File: src/rtl/nv_afifo_pkg.sv
// ---------------------------------------------------------------------------
// nv_afifo_pkg
// Shared helpers for the asynchronous FIFO controllers (write and read side).
//
// Contents:
//   AFIFO_SYNC_STAGES : number of flops in the pointer-crossing synchronizer
//   bin2gray(bin, w)  : binary -> Gray conversion of a w-bit value
//   gray2bin(gray, w) : Gray -> binary conversion of a w-bit value
//
// The conversions operate on a 32-bit container. Callers zero-extend their
// pointer into it and truncate the result back to their own width. Bits at
// or above the width argument are forced to zero, so the same function
// serves any pointer width up to 32.
// ---------------------------------------------------------------------------
package nv_afifo_pkg;

    localparam int unsigned AFIFO_SYNC_STAGES = 2;
    localparam int unsigned AFIFO_MAX_PTR_W   = 32;

    function automatic logic [31:0] width_mask(input int unsigned width);
        logic [31:0] mask;
        if (width >= AFIFO_MAX_PTR_W) begin
            mask = '1;
        end else begin
            mask = (32'd1 << width) - 32'd1;
        end
        return mask;
    endfunction

    function automatic logic [31:0] bin2gray(input logic [31:0] bin,
                                             input int unsigned width);
        logic [31:0] b;
        b = bin & width_mask(width);
        return b ^ (b >> 1);
    endfunction

    // Each binary bit is the XOR of all Gray bits at or above it. With the
    // unused upper bits masked to zero, the top bit of the live field simply
    // passes through, so the loop can run over the whole container.
    function automatic logic [31:0] gray2bin(input logic [31:0] gray,
                                             input int unsigned width);
        logic [31:0] bin;
        bin = gray & width_mask(width);
        for (int i = 30; i >= 0; i--) begin
            bin[i] = bin[i] ^ bin[i + 1];
        end
        return bin;
    endfunction

endpackage

File: src/rtl/nv_afifo_sync2.sv
// ---------------------------------------------------------------------------
// nv_afifo_sync2
// Two-flop synchronizer used to bring a Gray-coded pointer from the other
// clock domain into the local one. Because only one bit of a Gray pointer
// changes per step, a bit sampled mid-transition resolves to either the old
// or the new pointer value, never to an unrelated one.
//
// Ports:
//   clk   : destination-domain clock
//   rst_n : asynchronous active-low reset, clears both stages
//   d     : WIDTH-bit value from the source domain
//   q     : WIDTH-bit synchronized value, two clk cycles behind d
// ---------------------------------------------------------------------------
module nv_afifo_sync2 #(
    parameter int unsigned WIDTH = 1
) (
    input  logic             clk,
    input  logic             rst_n,
    input  logic [WIDTH-1:0] d,
    output logic [WIDTH-1:0] q
);

    logic [WIDTH-1:0] stage1_q;
    logic [WIDTH-1:0] stage1_d;
    logic [WIDTH-1:0] stage2_q;
    logic [WIDTH-1:0] stage2_d;

    always_comb begin
        stage1_d = d;
        stage2_d = stage1_q;
    end

    always_ff @(posedge clk or negedge rst_n) begin
        if (!rst_n) begin
            stage1_q <= '0;
            stage2_q <= '0;
        end else begin
            stage1_q <= stage1_d;
            stage2_q <= stage2_d;
        end
    end

    assign q = stage2_q;

endmodule

File: src/rtl/nv_afifo_wr_ctrl.sv
// ---------------------------------------------------------------------------
// nv_afifo_wr_ctrl
// Write-side pointer controller of an asynchronous FIFO. It owns the write
// pointer (binary and Gray), brings the read pointer across from the read
// domain, derives the full flag and the write-side occupancy, and produces
// the RAM write strobe/address plus the write-side clock-gate enable.
// There is no storage or payload path in here.
//
// Ports:
//   wr_clk         : write-domain clock
//   wr_reset_      : asynchronous active-low reset
//   wr_req         : producer write request
//   wr_busy        : FIFO full; writes are refused while high
//   rd_ptr_gray    : Gray read pointer from the read domain (asynchronous)
//   one_hot_enable : DFT one-hot clocking mode
//   tp             : DFT test-pattern phase
//   wr_en          : RAM write strobe (a write is accepted this cycle)
//   wr_adr         : RAM write address
//   wr_ptr_gray    : Gray write pointer toward the read domain
//   wr_count       : occupied entries as seen from the write side
//   wr_clk_en      : enable for the write-side RAM clock gate
//   wr_idle        : no request pending and no write in flight
// ---------------------------------------------------------------------------
module nv_afifo_wr_ctrl
    import nv_afifo_pkg::*;
#(
    parameter int unsigned DEPTH = 8,
    parameter int unsigned AW    = 3
) (
    input  logic          wr_clk,
    input  logic          wr_reset_,
    input  logic          wr_req,
    output logic          wr_busy,
    input  logic [AW:0]   rd_ptr_gray,
    input  logic          one_hot_enable,
    input  logic          tp,
    output logic          wr_en,
    output logic [AW-1:0] wr_adr,
    output logic [AW:0]   wr_ptr_gray,
    output logic [AW:0]   wr_count,
    output logic          wr_clk_en,
    output logic          wr_idle
);

    localparam int unsigned PW = AW + 1;

    // Full means the write pointer is exactly one lap ahead of the read
    // pointer. In Gray code that is the read pointer with its two MSBs
    // inverted and all lower bits equal.
    localparam logic [AW:0] FULL_MASK = PW'(3) << (AW - 1);

    logic [AW:0] wr_ptr_bin_q;
    logic [AW:0] wr_ptr_bin_d;
    logic [AW:0] wr_ptr_gray_q;
    logic [AW:0] wr_ptr_gray_d;
    logic        wr_en_d1_q;
    logic        wr_en_d1_d;

    logic [AW:0] rd_sync;
    logic [AW:0] rd_sync_bin;
    logic        accept;
    logic        func_en;

    // The read pointer is the only signal that crosses into this domain,
    // and this synchronizer is the only thing that samples it.
    nv_afifo_sync2 #(
        .WIDTH (PW)
    ) u_rd_sync (
        .clk   (wr_clk),
        .rst_n (wr_reset_),
        .d     (rd_ptr_gray),
        .q     (rd_sync)
    );

    // The full flag compares two registers only, so wr_req never has a
    // combinational path to wr_busy. The Gray pointer is recomputed from the
    // incremented binary pointer so that both registers move together.
    always_comb begin
        wr_busy       = (wr_ptr_gray_q == (rd_sync ^ FULL_MASK));
        accept        = wr_req & ~wr_busy;
        wr_ptr_bin_d  = wr_ptr_bin_q;
        wr_ptr_gray_d = wr_ptr_gray_q;
        if (accept) begin
            wr_ptr_bin_d  = wr_ptr_bin_q + PW'(1);
            wr_ptr_gray_d = PW'(bin2gray(32'(wr_ptr_bin_d), PW));
        end
        wr_en_d1_d    = accept;
    end

    // Occupancy uses modulo-2*DEPTH arithmetic on the extra-bit pointers;
    // it reads DEPTH exactly when the Gray comparison above reports full.
    always_comb begin
        rd_sync_bin = PW'(gray2bin(32'(rd_sync), PW));
        wr_count    = wr_ptr_bin_q - rd_sync_bin;
    end

    // The clock gate stays open for the cycle after a write so the RAM
    // captures it. In one-hot DFT mode it opens only during the test-pattern
    // phase, while the pointers keep running normally.
    always_comb begin
        func_en   = wr_req | wr_en_d1_q;
        wr_clk_en = func_en & (~one_hot_enable | tp);
        wr_idle   = ~wr_req & ~wr_en_d1_q;
        wr_en     = accept;
        wr_adr    = wr_ptr_bin_q[AW-1:0];
        wr_ptr_gray = wr_ptr_gray_q;
    end

    always_ff @(posedge wr_clk or negedge wr_reset_) begin
        if (!wr_reset_) begin
            wr_ptr_bin_q  <= '0;
            wr_ptr_gray_q <= '0;
            wr_en_d1_q    <= 1'b0;
        end else begin
            wr_ptr_bin_q  <= wr_ptr_bin_d;
            wr_ptr_gray_q <= wr_ptr_gray_d;
            wr_en_d1_q    <= wr_en_d1_d;
        end
    end

endmodule

File: config.mk
export PLATFORM = sky130hd
export DESIGN_NAME = nv_afifo_wr_ctrl
export DESIGN_NICKNAME = d
export VERILOG_FILES = /design/src/rtl/nv_afifo_pkg.sv /design/src/rtl/nv_afifo_sync2.sv /design/src/rtl/nv_afifo_wr_ctrl.sv
export SDC_FILE = /design/constraint.sdc
export NUM_CORES = 1
export LEC_CHECK = 0
export BUFFER_PORTS_ARGS = -buffer_cell sky130_fd_sc_hd__buf_2
export CAP_MARGIN = 20
export CORE_UTILIZATION = 30
export CTS_CLUSTER_DIAMETER = 30
export DETAILED_ROUTE_END_ITERATION = 6
export GPL_TIMING_DRIVEN = 1
export HOLD_SLACK_MARGIN = 0.05
export PLACE_DENSITY = 0.58
export SKIP_CTS_REPAIR_TIMING = 1
export SLEW_MARGIN = 20
export SYNTH_ARGS = -nofsm -noshare
export SYNTH_HDL_FRONTEND = slang
export SYNTH_SLANG_ARGS = --single-unit
export TNS_END_PERCENT = 30
File: constraint.sdc
create_clock -name wr_clk -period 1.8 [get_ports wr_clk]
set_input_delay 0.09 -clock wr_clk [delete_from_list [all_inputs] [get_ports wr_clk]]
set_output_delay 0.09 -clock wr_clk [all_outputs]
set_load 0.02 [all_outputs]
-- Yosys cells after proc, flatten, opt, wreduce, memory -nomap -nowiden
Cells that the tools add are included.
- add/subtract/negate cells: 2
- equal/unequal tests: 1
- multiplexer cells: 1
- bitwise gates (word level): 15
- operators with widths (operator ; number):
    AND 4 x 5 -> 5 bit ; 1
    2-to-1 mux 5 bit ; 1
    adder 4 x 1 -> 4 bit (second input constant) ; 1
    == test 4 bit ; 1
    inverter 1 bit ; 4
    subtractor 4 bit ; 1
    XOR 4 bit ; 1
    AND 1 bit ; 3
    XOR 1 bit ; 3
    inverter 2 bit ; 1
    OR 1 bit ; 2
- register bits after elaboration: 17
- input port bits: 9
- output and inout bits: 15

-- Depth between registers and ports, before layout
Gate-level depths: netlist (run 1).
- depth in word-level cells: 7
- mapped depth: 8

-- By module
Synthesis (run 1) repeated with hierarchy kept, for this count alone.
- cells, all modules: 63
- area total of the unflattened synthesis: 759.5 um^2
- modules (own cells, without submodules) (module ; instances ; cells an instance ; area each (um^2)):
    nv_afifo_wr_ctrl ; 1 ; 55 ; 559.3
    nv_afifo_sync2 ; 1 ; 8 ; 200.2

-- Worst setup path after synthesis (run 1)
No wires, ideal clock.
- path type: reg-to-output
- start: register u_rd_sync.stage2_q[3] (netlist: u_rd_sync.q[3])
- end: output port wr_count[2]
- arrival: 1994 ps
- setup slack: -284 ps
- stages on the path, launching flop included: 8
- path through: dfrtp_1 -> xnor2_1 -> xor2_1 -> xnor2_1 -> ha_1 -> inv_1 -> fa_1 -> xor2_1
- cells in the longest elaborated chain, start to end: 4
- ends and longest elaborated chain (item ; RTL line ; source):
    start, declared ; nv_afifo_sync2.sv:25 ; logic [WIDTH-1:0] stage2_q;
    start signal, assigned ; nv_afifo_sync2.sv:39 ; stage2_q <= stage2_d;
    XOR 1 bit (*) ; nv_afifo_pkg.sv:45 ; bin[i] = bin[i] ^ bin[i + 1];
    XOR 1 bit (2 in a row) ; nv_afifo_pkg.sv:45 ;
    subtractor 4 bit (*) ; nv_afifo_wr_ctrl.sv:94 ; wr_count = wr_ptr_bin_q - rd_sync_bin;
    end, declared ; nv_afifo_wr_ctrl.sv:40 ; output logic [AW:0] wr_count,
Every way passes the cells marked *; elsewhere a longest branch is shown, timed or not.

-- Worst setup path in the final report (run 1)
Same ends and word-level chain as after synthesis.

==> results of run 1 <==
-- kinds of logic (layout without fill, tap and decap cells) --
family | after synthesis | after routing
XOR/XNOR | 17 | 17
flip-flops | 16 | 16
AND/OR/NAND/NOR | 10 | 10
AO/OA/AOI/OAI | 7 | 7
buffers and inverters | 7 | 47
adder cells (fa/ha/maj) | 5 | 5
multiplexers | 1 | 1
-- sequential cells by signal (all words and copies together), names as in the netlist --
register,count
u_rd_sync.q,4
u_rd_sync.stage1_q,4
wr_ptr_gray,4
wr_en_d1_q,1
wr_ptr_bin_q,3
-- cell type report --
cell class              count  area, um^2  area share, %
clock buffers               4       36.28          3.180
inverters                   6       22.52          1.974
multi-input cells          40       390.4          34.21
flip-flops and latches     16       400.4          35.09
well taps                  28       35.03          3.070
repair buffers             37       256.5          22.48
-- stage by stage --
step	hold WS [ps]	setup TNS (ps)	util (%)
final	214.7	-1252	49.67
after global routing	240.3	-1908	49.67
after CTS	-297.1	-1555	44.88
after detailed placement	21.36	-471.4	43.30
after global placement	18.00	-359.2	43.30
after floorplan	-205.6	-248.0	-
-- tightest hold or removal path: cells and delay by family --
family	cells	cell delay, ps
buf+inv	3	330
compound gates	1	40
-- routing by layer --
layer	global-route usage, %	share of wire (%)
met4	6.579	1.6
met2	20.04	49
met1	15.69	46
met5	0	0
met3	2.609	3.8
-- cells in the final DEF, fill, tap and decap left out --
master         instances
dlygate4sd3_1          5
o21ai_0                3
a21oi_1                1
inv_1                  4
clkbuf_4               3
inv_2                  2
xor2_4                 1
dfrtp_1               16
nor2_1                 1
xor2_1                 6
o41ai_2                1
clkbuf_8               1
a21o_1                 1
nand3_1                1
buf_2                 18
buf_4                 11
a21oi_2                1
nor2_2                 2
nand2_1                5
buf_6                  3
nor4_4                 1
ha_1                   3
mux2_2                 1
xnor2_2                2
xor2_2                 1
xnor2_1                7
ha_2                   1
fa_2                   1
-- path summary, 6_finish.rpt --
| kind | slack, ps | depth (start not counted) | startpoint | end |
|---|---|---|---|---|
| worst min-delay path | 210 | 4 | wr_req | wr_en_d1_q |
| worst max register to register | 100 | 6 | u_rd_sync.q[3] | wr_ptr_bin_q[1] |
| worst max-delay path | -450 | 8 | u_rd_sync.q[3] | wr_count[2] |
| min in group asynchronous | 250 | 2 | wr_reset_ | wr_en_d1_q |
| worst min register to register | 350 | 0 | u_rd_sync.stage1_q[1] | u_rd_sync.q[1] |
| max in group asynchronous | 1300 | 2 | wr_reset_ | wr_ptr_gray[0] |
-- power by group --
group / internal [W] / total (W) / switching [W]
combinational: 0.000656 / 0.00138 / 0.000722
sequential: 0.000457 / 0.000573 / 0.000116
clock: 0.000123 / 0.000233 / 0.000110
total: 0.00124 / 0.00218 / 0.000948
==> impl_metrics.toml, run 1 <==
[floorplan]
die_h_um = 52.32
core_um2 = 2297
dieWidth_um = 52.32
ios = 24
rows = 17
dieArea_um2 = 2737
start_util_pct = 33.06

[synthesis]
synth_adder_area_share_pct = 9.226
synth_compound_area_share_pct = 6.425
synth-seq-area-share_pct = 52.72
yosysWarningCount = 0
synth_top_cells_by_count = "16 x dfrtp_1, 9 x xnor2_1, 8 x xor2_1"
synthCells = 63
ys_ff_latch = 16
syn_avg_cell_area_um2 = 12.06
synthesis.nets = 77
synthArstFlopShare_pct = 100.0
yosys.area_share.simple_pct = 6.096
synth_top_family_by_area = "XOR/XNOR gates"
synth_ff_type = "dfrtp_1"
synthMuxAreaShare_pct = 1.483
synth_top_area_share_pct = 52.72
synth_top_area_cell = "dfrtp_1"
synth_area_um2 = 759.5
synth_xor_area_share_pct = 19.60
synth_edf_count = 0
synth_cell_type_count = 17
synthTopCellsByArea = "dfrtp_1 53%, xnor2_1 10%, xor2_1 9.2%"
synth.most_common_cell = "dfrtp_1"

[placed_design]
place_worst_setup_slack_ps = -197.9
place_area_um2 = 994.7
portBuffers = 23
place_congestion = 0.6761
dp_cells = 121
dpl.hpwl_um = 1164

[clock_tree]
path_clk_slew_ps = 90
cts_tree = "done"
ctsRootBufferMaster = "clkbuf_4"
cts_made_buffers = 3
clockBufferDepth = 2
htreeDepth = 1
cts.sinks = 16
clk_latency_ps = 280

[sta]
hold_viol_final = 0
achievable-frequency_mhz = 444.4
finalCriticalPeriod_ps = 2250
maxSlewViolCount = 0
rsz0062_at_grt = "yes"
layout_setup_ws_ps = -450.1
finClkSkew_ps = 0.8546
slew_headroom_pct = 70.41
setup_viol = 4
tightest_slew_ps = 440.7
fin_crit_sh_pct = 125.0

[outcome]
status = "finished with violations"
violations = "negative setup slack"

[route]
num_vias = 568
drt_iter0_markers = 3
ant_nets = 0
vias_per_cell = 4.336
dr.pass1.iters = 2
drcViolationCount = 0
avgRoutedWirePerCell_um = 11.74
wl_um = 1538

[cells_and_area]
num_antenna_cells = 0
synthToLayoutAreaGrowth_pct = 50.25
fin_nets = 118
fillers = 215
drive_above_1_share_pct = 48.54
finalNonFillerCells = 131
final_cell_area_um2 = 1141

[run]
drv_cap = 0

[setup_path]
max_stage_delay_ps = 410
cp_top_family = "XOR/XNOR gates"
cp.buffers_inverters = 2
cp_max_fo = 2
crit_slowest_cell = "dfrtp_1"
worstSetupEndpointType = "primary output"
critPathLaunchType = "flop"
cp.arrival_ps = 2160
crit_required_ps = 1710
critical_path_class = "reg2out"
crit_chain = "xnor2_2, xor2_2, xnor2_1, ha_2, inv_2, fa_2, xor2_4, buf_6"

[power_and_ir_drop]
vdd_drop_max_mv = 1.217
p_leak_nw = 0.5510
power.density_nw_per_um2 = 1913
p_total_w = 0.002183

[global_routing]
antenna_found_initial = 0
grt.overflow.total = 0
grt_use_total_pct = 12.52
grt_pass1_wl_um = 2408
grt_pass1_vias = 549
grt_max_degree = 17

[min_path]
holdCritPathClass = "in2reg"
(Power assumes the default switching activity.)
==> run 2, diff against run 1 <==
--- a/config.mk
+++ b/config.mk
@@ -10,7 +10,7 @@
 export CORE_UTILIZATION = 30
 export CTS_CLUSTER_DIAMETER = 30
 export DETAILED_ROUTE_END_ITERATION = 6
-export GPL_TIMING_DRIVEN = 1
+export GPL_TIMING_DRIVEN = 0
 export HOLD_SLACK_MARGIN = 0.05
 export PLACE_DENSITY = 0.58
 export SKIP_CTS_REPAIR_TIMING = 1
==> run 2 against run 1 <==
The run still ends with negative setup slack left; clock power barely moved; setup slack got worse by 59 ps; critical path depth did not move; flip-flop and latch count did not move; cell count fell by 4.6%; first-iteration DRC count fell by 33%; largest power group unchanged.
==> impl_metrics.toml, run 2 (synthesis results as in run 1) <==
[placed_design]
place_congestion = 0.7184
dpl.hpwl_um = 1076
place_area_um2 = 945.9
portBuffers = 23
place_worst_setup_slack_ps = -383.7
dp_cells = 114

[route]
drcViolationCount = 0
vias_per_cell = 4.360
wl_um = 1399
avgRoutedWirePerCell_um = 11.19
ant_nets = 0
drt_iter0_markers = 2
num_vias = 545
dr.pass1.iters = 2

[floorplan]
core_um2 = 2297
rows = 17
dieArea_um2 = 2737
start_util_pct = 33.06
dieWidth_um = 52.32
die_h_um = 52.32
ios = 24

[setup_path]
crit_required_ps = 1710
critPathLaunchType = "flop"
cp.arrival_ps = 2220
cp_top_family = "XOR/XNOR gates"
max_stage_delay_ps = 420
worstSetupEndpointType = "primary output"
crit_slowest_cell = "dfrtp_1"
critical_path_class = "reg2out"
cp.buffers_inverters = 2
cp_max_fo = 2
crit_chain = "xnor2_2, xor2_2, xnor2_1, ha_2, inv_2, fa_2, xor2_4, buf_6"

[outcome]
status = "finished with violations"
violations = "negative setup slack"

[sta]
hold_viol_final = 0
rsz0062_at_grt = "yes"
layout_setup_ws_ps = -509.4
tightest_slew_ps = 421.7
finClkSkew_ps = 2.457
finalCriticalPeriod_ps = 2309
fin_crit_sh_pct = 128.3
slew_headroom_pct = 71.68
setup_viol = 5
maxSlewViolCount = 0
achievable-frequency_mhz = 433.0

[cells_and_area]
final_cell_mix = "19 x buf_2, 16 x dfrtp_1, 8 x xnor2_1"
num_antenna_cells = 0
drive_above_1_share_pct = 42.27
fin_nets = 112
synthToLayoutAreaGrowth_pct = 41.02
finalNonFillerCells = 125
final_cell_area_um2 = 1071
layout_commonest_cell = "buf_2"

[global_routing]
grt_max_degree = 17
grt_use_total_pct = 11.29
grt_pass1_vias = 501
grt.overflow.total = 0
antenna_found_initial = 0
grt_pass1_wl_um = 2194

[power_and_ir_drop]
switching_share_pct = 43.22
vdd_drop_max_mv = 1.372
p_sw_w = 0.0008832
intPower_w = 0.001160
comb_power_share_pct = 59.6
power.density_nw_per_um2 = 1908
clkPwrFrac_pct = 11.4
p_total_w = 0.002043
p_seq_share_pct = 29.0
p_leak_nw = 0.5155

[clock_tree]
cts_tree = "done"
ctsRootBufferMaster = "clkbuf_4"
htreeDepth = 1
clk_latency_ps = 280
clockBufferDepth = 2
cts_made_buffers = 3
path_clk_slew_ps = 90
cts.sinks = 16

[run]
drv_cap = 0

[min_path]
holdCritPathClass = "in2reg"
-- run 2: cell type report --
class	count	area, um^2
inverter	6	22.52
multi-input combinational	40	364.1
timing repair buffer	30	201.4
buffer	1	11.26
sequential	16	400.4
tap	28	35.03
clock buffer	4	36.28
fill	231	1226
-- run 2: tightest hold or removal path, stage by stage --
cell	delay [ps]
buf_2	110
o41ai_2	70
mux2_2	150
-- run 2: path summary, 6_finish.rpt --
check | end | startpoint | slack (ps) | depth (start not counted)
setup / recovery | wr_count[2] | u_rd_sync.q[3] | -510 | 8
hold / removal | wr_ptr_bin_q[1] | wr_req | 170 | 3
setup reg to reg | wr_ptr_gray[3] | u_rd_sync.q[1] | 220 | 5
hold reg to reg | u_rd_sync.q[2] | u_rd_sync.stage1_q[2] | 350 | 0
max in group asynchronous | wr_ptr_bin_q[2] | wr_reset_ | 1320 | 2
min in group asynchronous | u_rd_sync.stage1_q[2] | wr_reset_ | 230 | 2
-- run 2: routing by layer --
metal,GRT usage [%],vias to the layer above,share of wire (%)
met5,0,-,0
met4,6.579,0,1.5
met3,1.739,4,2.9
met2,19.20,15,50
met1,13.30,258,45
li1,-,268,-
-- run 2: stage by stage --
step | hold WS, ps | utilization (%) | setup TNS, ps
4_1_cts | -293.2 | 42.76 | -2316
6_report | 170.8 | 46.62 | -1513
3_5_place_dp | 20.47 | 41.18 | -1000
5_1_grt | 175.4 | 46.62 | -1949
3_3_place_gp | 21.07 | 41.18 | -804.9
2_1_floorplan | -205.6 | - | -248.0
-- run 2: power by group through the flow --
stage / Sequential, W / Clock [W] / Combinational [W]
6_report: 0.000592 / 0.000233 / 0.00122
5_1_grt: 0.000613 / 0.000261 / 0.00133
4_1_cts: 0.000598 / 0.000242 / 0.00110
3_5_place_dp: 0.000605 / 0 / 0.00109
3_3_place_gp: 0.000599 / 0 / 0.00108
2_1_floorplan: 0.000674 / 0 / 0.000741
